### src/rtl/ps2m_seq.sv
// PS/2 mouse initialisation script sequencer and movement-packet framer.
// Define PS2M_WHEEL_EN to add the IntelliMouse unlock sequence, 4-byte packets and pkt_dz.
`timescale 1ns/1ps
module ps2m_seq #(
    parameter int unsigned clk_freq        = 50_000_000,
    parameter int unsigned resp_timeout_ms = 500,
    parameter int unsigned gap_timeout_us  = 2000,
    parameter logic [7:0]  sample_rate     = 8'd100,
    parameter int unsigned max_retries     = 4
) (
    input  logic       clock,
    input  logic       reset,
    output logic       tx_ena,
    output logic [8:0] tx_cmd,
    input  logic       tx_busy,
    input  logic [7:0] rx_code,
    input  logic       rx_new,
    output logic       ready,
    output logic       error,
    output logic [3:0] retry_cnt,
    output logic       packet_valid,
    output logic [7:0] pkt_flags,
    output logic [7:0] pkt_dx,
`ifdef PS2M_WHEEL_EN
    output logic [7:0] pkt_dz,
`endif
    output logic [7:0] pkt_dy
);

    localparam longint unsigned RESP_RAW = (64'(clk_freq) * 64'(resp_timeout_ms)) / 64'd1000;
    localparam longint unsigned GAP_RAW  = (64'(clk_freq) * 64'(gap_timeout_us)) / 64'd1000000;
    localparam longint unsigned RESP_CYC = (RESP_RAW < 64'd1) ? 64'd1 : RESP_RAW;
    localparam longint unsigned GAP_CYC  = (GAP_RAW < 64'd1) ? 64'd1 : GAP_RAW;
    localparam int RESP_W = $clog2(RESP_CYC + 64'd1);
    localparam int GAP_W  = $clog2(GAP_CYC + 64'd1);
    localparam logic [RESP_W-1:0] RESP_TERM = RESP_W'(RESP_CYC - 64'd1);
    localparam logic [GAP_W-1:0]  GAP_TERM  = GAP_W'(GAP_CYC - 64'd1);

`ifdef PS2M_WHEEL_EN
    localparam logic [3:0] LAST_PTR = 4'd10;
    localparam logic [3:0] ID_PTR   = 4'd9;
`else
    localparam logic [3:0] LAST_PTR = 4'd3;
`endif

    typedef enum logic [2:0] {
        S_TX,
        S_RX,
        S_RETRY,
        S_FAIL,
        S_STREAM
    } state_t;

    state_t            state_reg;
    logic [3:0]        ptr_reg;
    logic [1:0]        ridx_reg;
    logic              resend_used_reg;
    logic [RESP_W-1:0] resp_cnt_reg;
    logic [GAP_W-1:0]  gap_cnt_reg;
    logic [1:0]        sidx_reg;
    logic [7:0]        sh_flags_reg;
    logic [7:0]        sh_dx_reg;
    logic              rx_prev_reg;
    logic              tx_ena_reg;
    logic [8:0]        tx_cmd_reg;
    logic              ready_reg;
    logic              error_reg;
    logic [3:0]        retry_reg;
    logic              pv_reg;
    logic [7:0]        flags_reg;
    logic [7:0]        dx_reg;
    logic [7:0]        dy_reg;
`ifdef PS2M_WHEEL_EN
    logic              wheel_reg;
    logic [7:0]        sh_dy_reg;
    logic [7:0]        dz_reg;
    assign pkt_dz = dz_reg;
`endif

    logic strobe;
    assign strobe = rx_new & ~rx_prev_reg;

    assign tx_ena       = tx_ena_reg;
    assign tx_cmd       = tx_cmd_reg;
    assign ready        = ready_reg;
    assign error        = error_reg;
    assign retry_cnt    = retry_reg;
    assign packet_valid = pv_reg;
    assign pkt_flags    = flags_reg;
    assign pkt_dx       = dx_reg;
    assign pkt_dy       = dy_reg;

    function automatic logic [7:0] step_cmd(input logic [3:0] p);
        logic [7:0] c;
        c = 8'hF4;
`ifdef PS2M_WHEEL_EN
        case (p)
            4'd0:                      c = 8'hFF;
            4'd1, 4'd3, 4'd5, 4'd7:    c = 8'hF3;
            4'd2:                      c = sample_rate;
            4'd4:                      c = 8'hC8;
            4'd6:                      c = 8'h64;
            4'd8:                      c = 8'h50;
            4'd9:                      c = 8'hF2;
            default:                   c = 8'hF4;
        endcase
`else
        case (p)
            4'd0:    c = 8'hFF;
            4'd1:    c = 8'hF3;
            4'd2:    c = sample_rate;
            default: c = 8'hF4;
        endcase
`endif
        return c;
    endfunction

    // Odd parity in bit 8: the transceiver sends these nine bits as-is.
    function automatic logic [8:0] frame(input logic [7:0] b);
        return {~(^b), b};
    endfunction

    function automatic logic resp_ok(input logic [3:0] p, input logic [1:0] idx, input logic [7:0] code);
        logic ok;
        ok = 1'b0;
        if (idx == 2'd0)
            ok = (code == 8'hFA);
        else if (p == 4'd0)
            ok = (idx == 2'd1) ? (code == 8'hAA) : (code == 8'h00);
`ifdef PS2M_WHEEL_EN
        else if (p == ID_PTR)
            ok = (code == 8'h00) || (code == 8'h03);
`endif
        return ok;
    endfunction

    function automatic logic resp_last(input logic [3:0] p, input logic [1:0] idx);
        logic last;
        last = (idx == 2'd0);
        if (p == 4'd0)
            last = (idx == 2'd2);
`ifdef PS2M_WHEEL_EN
        else if (p == ID_PTR)
            last = (idx == 2'd1);
`endif
        return last;
    endfunction

    always_ff @(posedge clock) begin
        if (!reset) begin
            state_reg       <= S_TX;
            ptr_reg         <= '0;
            ridx_reg        <= '0;
            resend_used_reg <= 1'b0;
            resp_cnt_reg    <= '0;
            gap_cnt_reg     <= '0;
            sidx_reg        <= '0;
            sh_flags_reg    <= '0;
            sh_dx_reg       <= '0;
            rx_prev_reg     <= 1'b0;
            tx_ena_reg      <= 1'b0;
            tx_cmd_reg      <= '0;
            ready_reg       <= 1'b0;
            error_reg       <= 1'b0;
            retry_reg       <= '0;
            pv_reg          <= 1'b0;
            flags_reg       <= '0;
            dx_reg          <= '0;
            dy_reg          <= '0;
`ifdef PS2M_WHEEL_EN
            wheel_reg       <= 1'b0;
            sh_dy_reg       <= '0;
            dz_reg          <= '0;
`endif
        end else begin
            rx_prev_reg <= rx_new;
            pv_reg      <= 1'b0;
            case (state_reg)
                S_TX: begin
                    tx_ena_reg   <= 1'b1;
                    tx_cmd_reg   <= frame(step_cmd(ptr_reg));
                    resp_cnt_reg <= '0;
                    ridx_reg     <= '0;
                    // Only a busy seen while our request is up counts as acceptance.
                    if (tx_ena_reg && tx_busy) begin
                        tx_ena_reg <= 1'b0;
                        state_reg  <= S_RX;
                    end
                end
                S_RX: begin
                    tx_ena_reg <= 1'b0;
                    if (strobe) begin
                        resp_cnt_reg <= '0;
                        if (rx_code == 8'hFE && !resend_used_reg) begin
                            resend_used_reg <= 1'b1;
                            state_reg       <= S_TX;
                        end else if (resp_ok(ptr_reg, ridx_reg, rx_code)) begin
`ifdef PS2M_WHEEL_EN
                            if (ptr_reg == ID_PTR && ridx_reg == 2'd1)
                                wheel_reg <= (rx_code == 8'h03);
`endif
                            if (!resp_last(ptr_reg, ridx_reg)) begin
                                ridx_reg <= ridx_reg + 2'd1;
                            end else if (ptr_reg == LAST_PTR) begin
                                ready_reg   <= 1'b1;
                                sidx_reg    <= '0;
                                gap_cnt_reg <= '0;
                                state_reg   <= S_STREAM;
                            end else begin
                                ptr_reg         <= ptr_reg + 4'd1;
                                resend_used_reg <= 1'b0;
                                state_reg       <= S_TX;
                            end
                        end else begin
                            state_reg <= S_RETRY;
                        end
                    end else if (resp_cnt_reg == RESP_TERM) begin
                        state_reg <= S_RETRY;
                    end else begin
                        resp_cnt_reg <= resp_cnt_reg + 1'b1;
                    end
                end
                S_RETRY: begin
                    retry_reg <= retry_reg + 4'd1;
                    if (retry_reg + 4'd1 == 4'(max_retries)) begin
                        error_reg <= 1'b1;
                        state_reg <= S_FAIL;
                    end else begin
                        ptr_reg         <= '0;
                        resend_used_reg <= 1'b0;
                        state_reg       <= S_TX;
                    end
                end
                S_FAIL: begin
                    tx_ena_reg <= 1'b0;
                end
                S_STREAM: begin
                    if (strobe) begin
                        gap_cnt_reg <= '0;
                        case (sidx_reg)
                            2'd0: begin
                                // Bit 3 is always set in a real first byte; use it to resync.
                                if (rx_code[3]) begin
                                    sh_flags_reg <= rx_code;
                                    sidx_reg     <= 2'd1;
                                end
                            end
                            2'd1: begin
                                if (sh_flags_reg == 8'hAA && rx_code == 8'h00) begin
                                    ready_reg       <= 1'b0;
                                    retry_reg       <= '0;
                                    ptr_reg         <= '0;
                                    resend_used_reg <= 1'b0;
                                    sidx_reg        <= '0;
                                    state_reg       <= S_TX;
`ifdef PS2M_WHEEL_EN
                                    wheel_reg       <= 1'b0;
`endif
                                end else begin
                                    sh_dx_reg <= rx_code;
                                    sidx_reg  <= 2'd2;
                                end
                            end
                            2'd2: begin
`ifdef PS2M_WHEEL_EN
                                if (wheel_reg) begin
                                    sh_dy_reg <= rx_code;
                                    sidx_reg  <= 2'd3;
                                end else begin
                                    flags_reg <= sh_flags_reg;
                                    dx_reg    <= sh_dx_reg;
                                    dy_reg    <= rx_code;
                                    dz_reg    <= '0;
                                    pv_reg    <= 1'b1;
                                    sidx_reg  <= '0;
                                end
`else
                                flags_reg <= sh_flags_reg;
                                dx_reg    <= sh_dx_reg;
                                dy_reg    <= rx_code;
                                pv_reg    <= 1'b1;
                                sidx_reg  <= '0;
`endif
                            end
                            default: begin
`ifdef PS2M_WHEEL_EN
                                flags_reg <= sh_flags_reg;
                                dx_reg    <= sh_dx_reg;
                                dy_reg    <= sh_dy_reg;
                                dz_reg    <= rx_code;
                                pv_reg    <= 1'b1;
`endif
                                sidx_reg  <= '0;
                            end
                        endcase
                    end else if (sidx_reg != 2'd0) begin
                        if (gap_cnt_reg == GAP_TERM) begin
                            sidx_reg    <= '0;
                            gap_cnt_reg <= '0;
                        end else begin
                            gap_cnt_reg <= gap_cnt_reg + 1'b1;
                        end
                    end
                end
                default: state_reg <= S_FAIL;
            endcase
        end
    end

endmodule

### config.mk
export PLATFORM = sky130hd
export DESIGN_NAME = ps2m_seq
export DESIGN_NICKNAME = d
export VERILOG_FILES = /design/src/rtl/ps2m_seq.sv
export SDC_FILE = /design/constraint.sdc
export NUM_CORES = 1
export LEC_CHECK = 0
export BUFFER_PORTS_ARGS = -buffer_cell sky130_fd_sc_hd__buf_2
export CORE_ASPECT_RATIO = 0.6
export CORE_MARGIN = 4
export CORE_UTILIZATION = 59
export DETAILED_ROUTE_END_ITERATION = 10
export HOLD_SLACK_MARGIN = 0.15
export MAX_ROUTING_LAYER = met4
export PLACE_DENSITY = 0.81
export SYNTH_ARGS = -nofsm -noshare
export SYNTH_HDL_FRONTEND = slang
export SYNTH_SLANG_ARGS = --single-unit
### constraint.sdc
create_clock -name clock -period 2.65 [get_ports clock]
set_input_delay 0.1325 -clock clock [delete_from_list [all_inputs] [get_ports clock]]
set_output_delay 0.1325 -clock clock [all_outputs]
set_load 0.01 [all_outputs]
==> qor.yml <==
logic_synthesis:
  ys_types: 61
  synth_seq_cells: 109
  yosysSeqAreaShare: 0.423
  synth.avg_cell_area_um2: 8.20
  async_flop_share: 0
  ys.flop_type: "dfxtp_1"
  synth_edf_count: 0
  synth_nets: 651
  synth_top_area_frac: 0.423
  synthCells: 629
  synth_area_um2: 5150
  synth_warnings: 0
  synth_area_leaders: "dfxtp_1 42%, nand2_1 7.7%, a21oi_1 5.8%"
  yosysTopAreaCell: "dfxtp_1"
clocking:
  cts.sinks: 109
  cts_setup_buffers: 0
  cts_buffers: 9
  cts_root_buffer: "clkbuf_16"
  clock_path_buffers: 2
  cts_tree: "built"
  clkLatencyLatePin_ns: 0.35
  cts_max_level: 3
  cts.clk_slew.worst_paths_ns: 0.08
cells_and_area:
  ff_latch_area_um2: 2180
  nets: 706
  largest_reg_flops: 25
  area_growth_pct: 14.7
  final_util: 0.693
  multi_input_area_um2: 2800
  fill_cells: 674
  drive_gt1_frac: 0.149
  final_common_cell: "dfxtp_1"
  diodes: 0
  layout_common_cells: "109 x dfxtp_1, 106 x nand2_1, 65 x nor2_1"
  stdcell_count: 801
  final_area_um2: 5910
sta:
  tns_ns: 0
  period_share: 0.949
  holdWs_ns: 0.208
  relSlewSlack: 0.487
  drv_slew: 0
  worstMarginPinSlew_ns: 0.768
  clock_skew_ns: 0.00777
  period_needed_ns: 2.51
  fmax_ghz: 0.398
  setup_violations: 0
  setup_slack_ns: 0.136
  rsz0062_at_grt: "false"
  hold_viol: 0
floorplanning:
  die_h_um: 80.4
  die_area_um2: 10300
  std_cell_rows: 26
  die_w_um: 129
  core_area_um2: 8520
  initial_utilization: 0.605
  io_pins: 53
route:
  wl_mm: 12.7
  vias: 4778
  wl_per_cell_um: 15.9
  routed_via_density: 5.97
  ant_nets: 0
  drtIter0Drc: 466
  dr.pass1.iters: 5
  drc_errors: 0
grt:
  grt-ovfl-total: 0
  grt_start_max_net_pins: 27
  grt_usage: 0.257
  grt_pass1_vias: 4351
  grt_antenna_before_repair: 0
  grt_pass1_wl_mm: 21.0
worst_setup_path:
  cp-end-kind: "flip-flop"
  slowest_delay_ns: 0.54
  r2r_slack_ns: 0.14
  crit_type: "flip-flop to flip-flop"
  cp-start-kind: "flip-flop"
  crit_required_ns: 2.94
  cp_max_fo: 6
  slowest_stage: "or4_1"
  cp_cell_sequence: "inv_1 -> ha_1 -> or3b_1 -> mux2i_1 -> o21ai_2 -> o211ai_2 -> or4_1 -> a21oi_1"
  cp.arrival_ns: 2.80
pwr:
  power_mw: 3.27
  power-per-cell-area_nw_per_um2: 554
  irDropWorstVdd_uv: 317
  p_leak_nw: 2.16
placement:
  dpl_cell_area_um2: 5530
  dp.cells: 776
  gp_congestion: 0.874
  dp_hpwl_mm: 8.91
  pre_cts_slack_ns: 0.102
  numPortBuffers: 52
status:
  status: "finished, final reports clean"
hold_path:
  worstHoldPathType: "primary input to flip-flop"
run:
  max-cap-violations: 0
==> layer usage <==
layer  share of wire  track usage
met1            0.48        0.367
met2            0.43        0.361
met3           0.078       0.0638
met4          0.0085       0.0723
met5               0            -
==> cells in the mapped netlist, types with 5 or more instances <==
master and instances:
o211a_1 5, clkbuf_1 21, buf_2 5, xnor2_1 17, mux2i_1 15, nor2_1 65
buf_4 5, nand3_1 33, nand2b_1 9, and4_1 5, nor4_1 9, o211ai_1 6
dfxtp_1 109, inv_1 7, nor2b_1 6, and2_1 8, a31oi_1 8, ha_1 10
nor3_1 14, o21ai_0 15, nand4_1 11, or4_1 5, a311oi_1 5, nand2_1 106
or3_1 5, a21oi_1 60
==> power by group <==
| group | internal [mW] | switching (mW) |
|---|---|---|
| Combinational | 0.104 | 0.170 |
| Sequential | 1.66 | 0.0213 |
| Clock | 0.662 | 0.657 |
==> timing repair <==
item / in CTS / in global routing
gates resized for setup: 0 / 2
hold buffers: 9 / 0
endpoints found under the setup margin: 0 / 7
endpoints found under the hold margin: 22 / 0
==> critical path, delay by kind of cell (launching register included) <==
family / cells / cell delay [ns]
DFF: 1 / 0.36
AOI/OAI and AO/OA: 3 / 0.54
adders and majority gates: 1 / 0.23
buffers and inverters: 1 / 0.11
muxes: 1 / 0.22
and+or+nand+nor: 2 / 0.99
==> kinds of logic (layout without fill, tap and decap cells) <==
logic type / count (synthesis) / after routing / synth area share
AND/OR/NAND/NOR: 306 / 306 / 0.296
AO/OA/AOI/OAI: 128 / 128 / 0.159
adder cells (fa/ha/maj): 10 / 10 / 0.0243
flip-flops: 109 / 109 / 0.423
buffers and inverters: 41 / 101 / 0.0347
multiplexers: 15 / 15 / 0.0291
XOR/XNOR: 20 / 20 / 0.0340
==> layout make-up <==
type | instances | share of cell area
timing repair buffer | 77 | 0.0796
multi-input combinational | 479 | 0.473
clock buffer | 9 | 0.0381
inverter | 8 | 0.00508
sequential | 109 | 0.369
clock inverter | 7 | 0.0110
tap | 112 | 0.0237
==> worst paths after layout <==
| path | startpoint | endpoint | cells past startpoint |
|---|---|---|---|
| setup / recovery | ptr_reg[0]$_SDFFE_PN0P_ | gap_cnt_reg[4]$_SDFFE_PN0P_ | 8 |
| hold / removal | reset | gap_cnt_reg[13]$_SDFFE_PN0P_ | 2 |
| setup reg to reg | ptr_reg[0]$_SDFFE_PN0P_ | gap_cnt_reg[4]$_SDFFE_PN0P_ | 8 |
| hold reg to reg | pkt_flags[4]$_SDFFE_PN0P_ | pkt_flags[4]$_SDFFE_PN0P_ | 2 |
No activity file was read; power rests on OpenSTA's default activity.
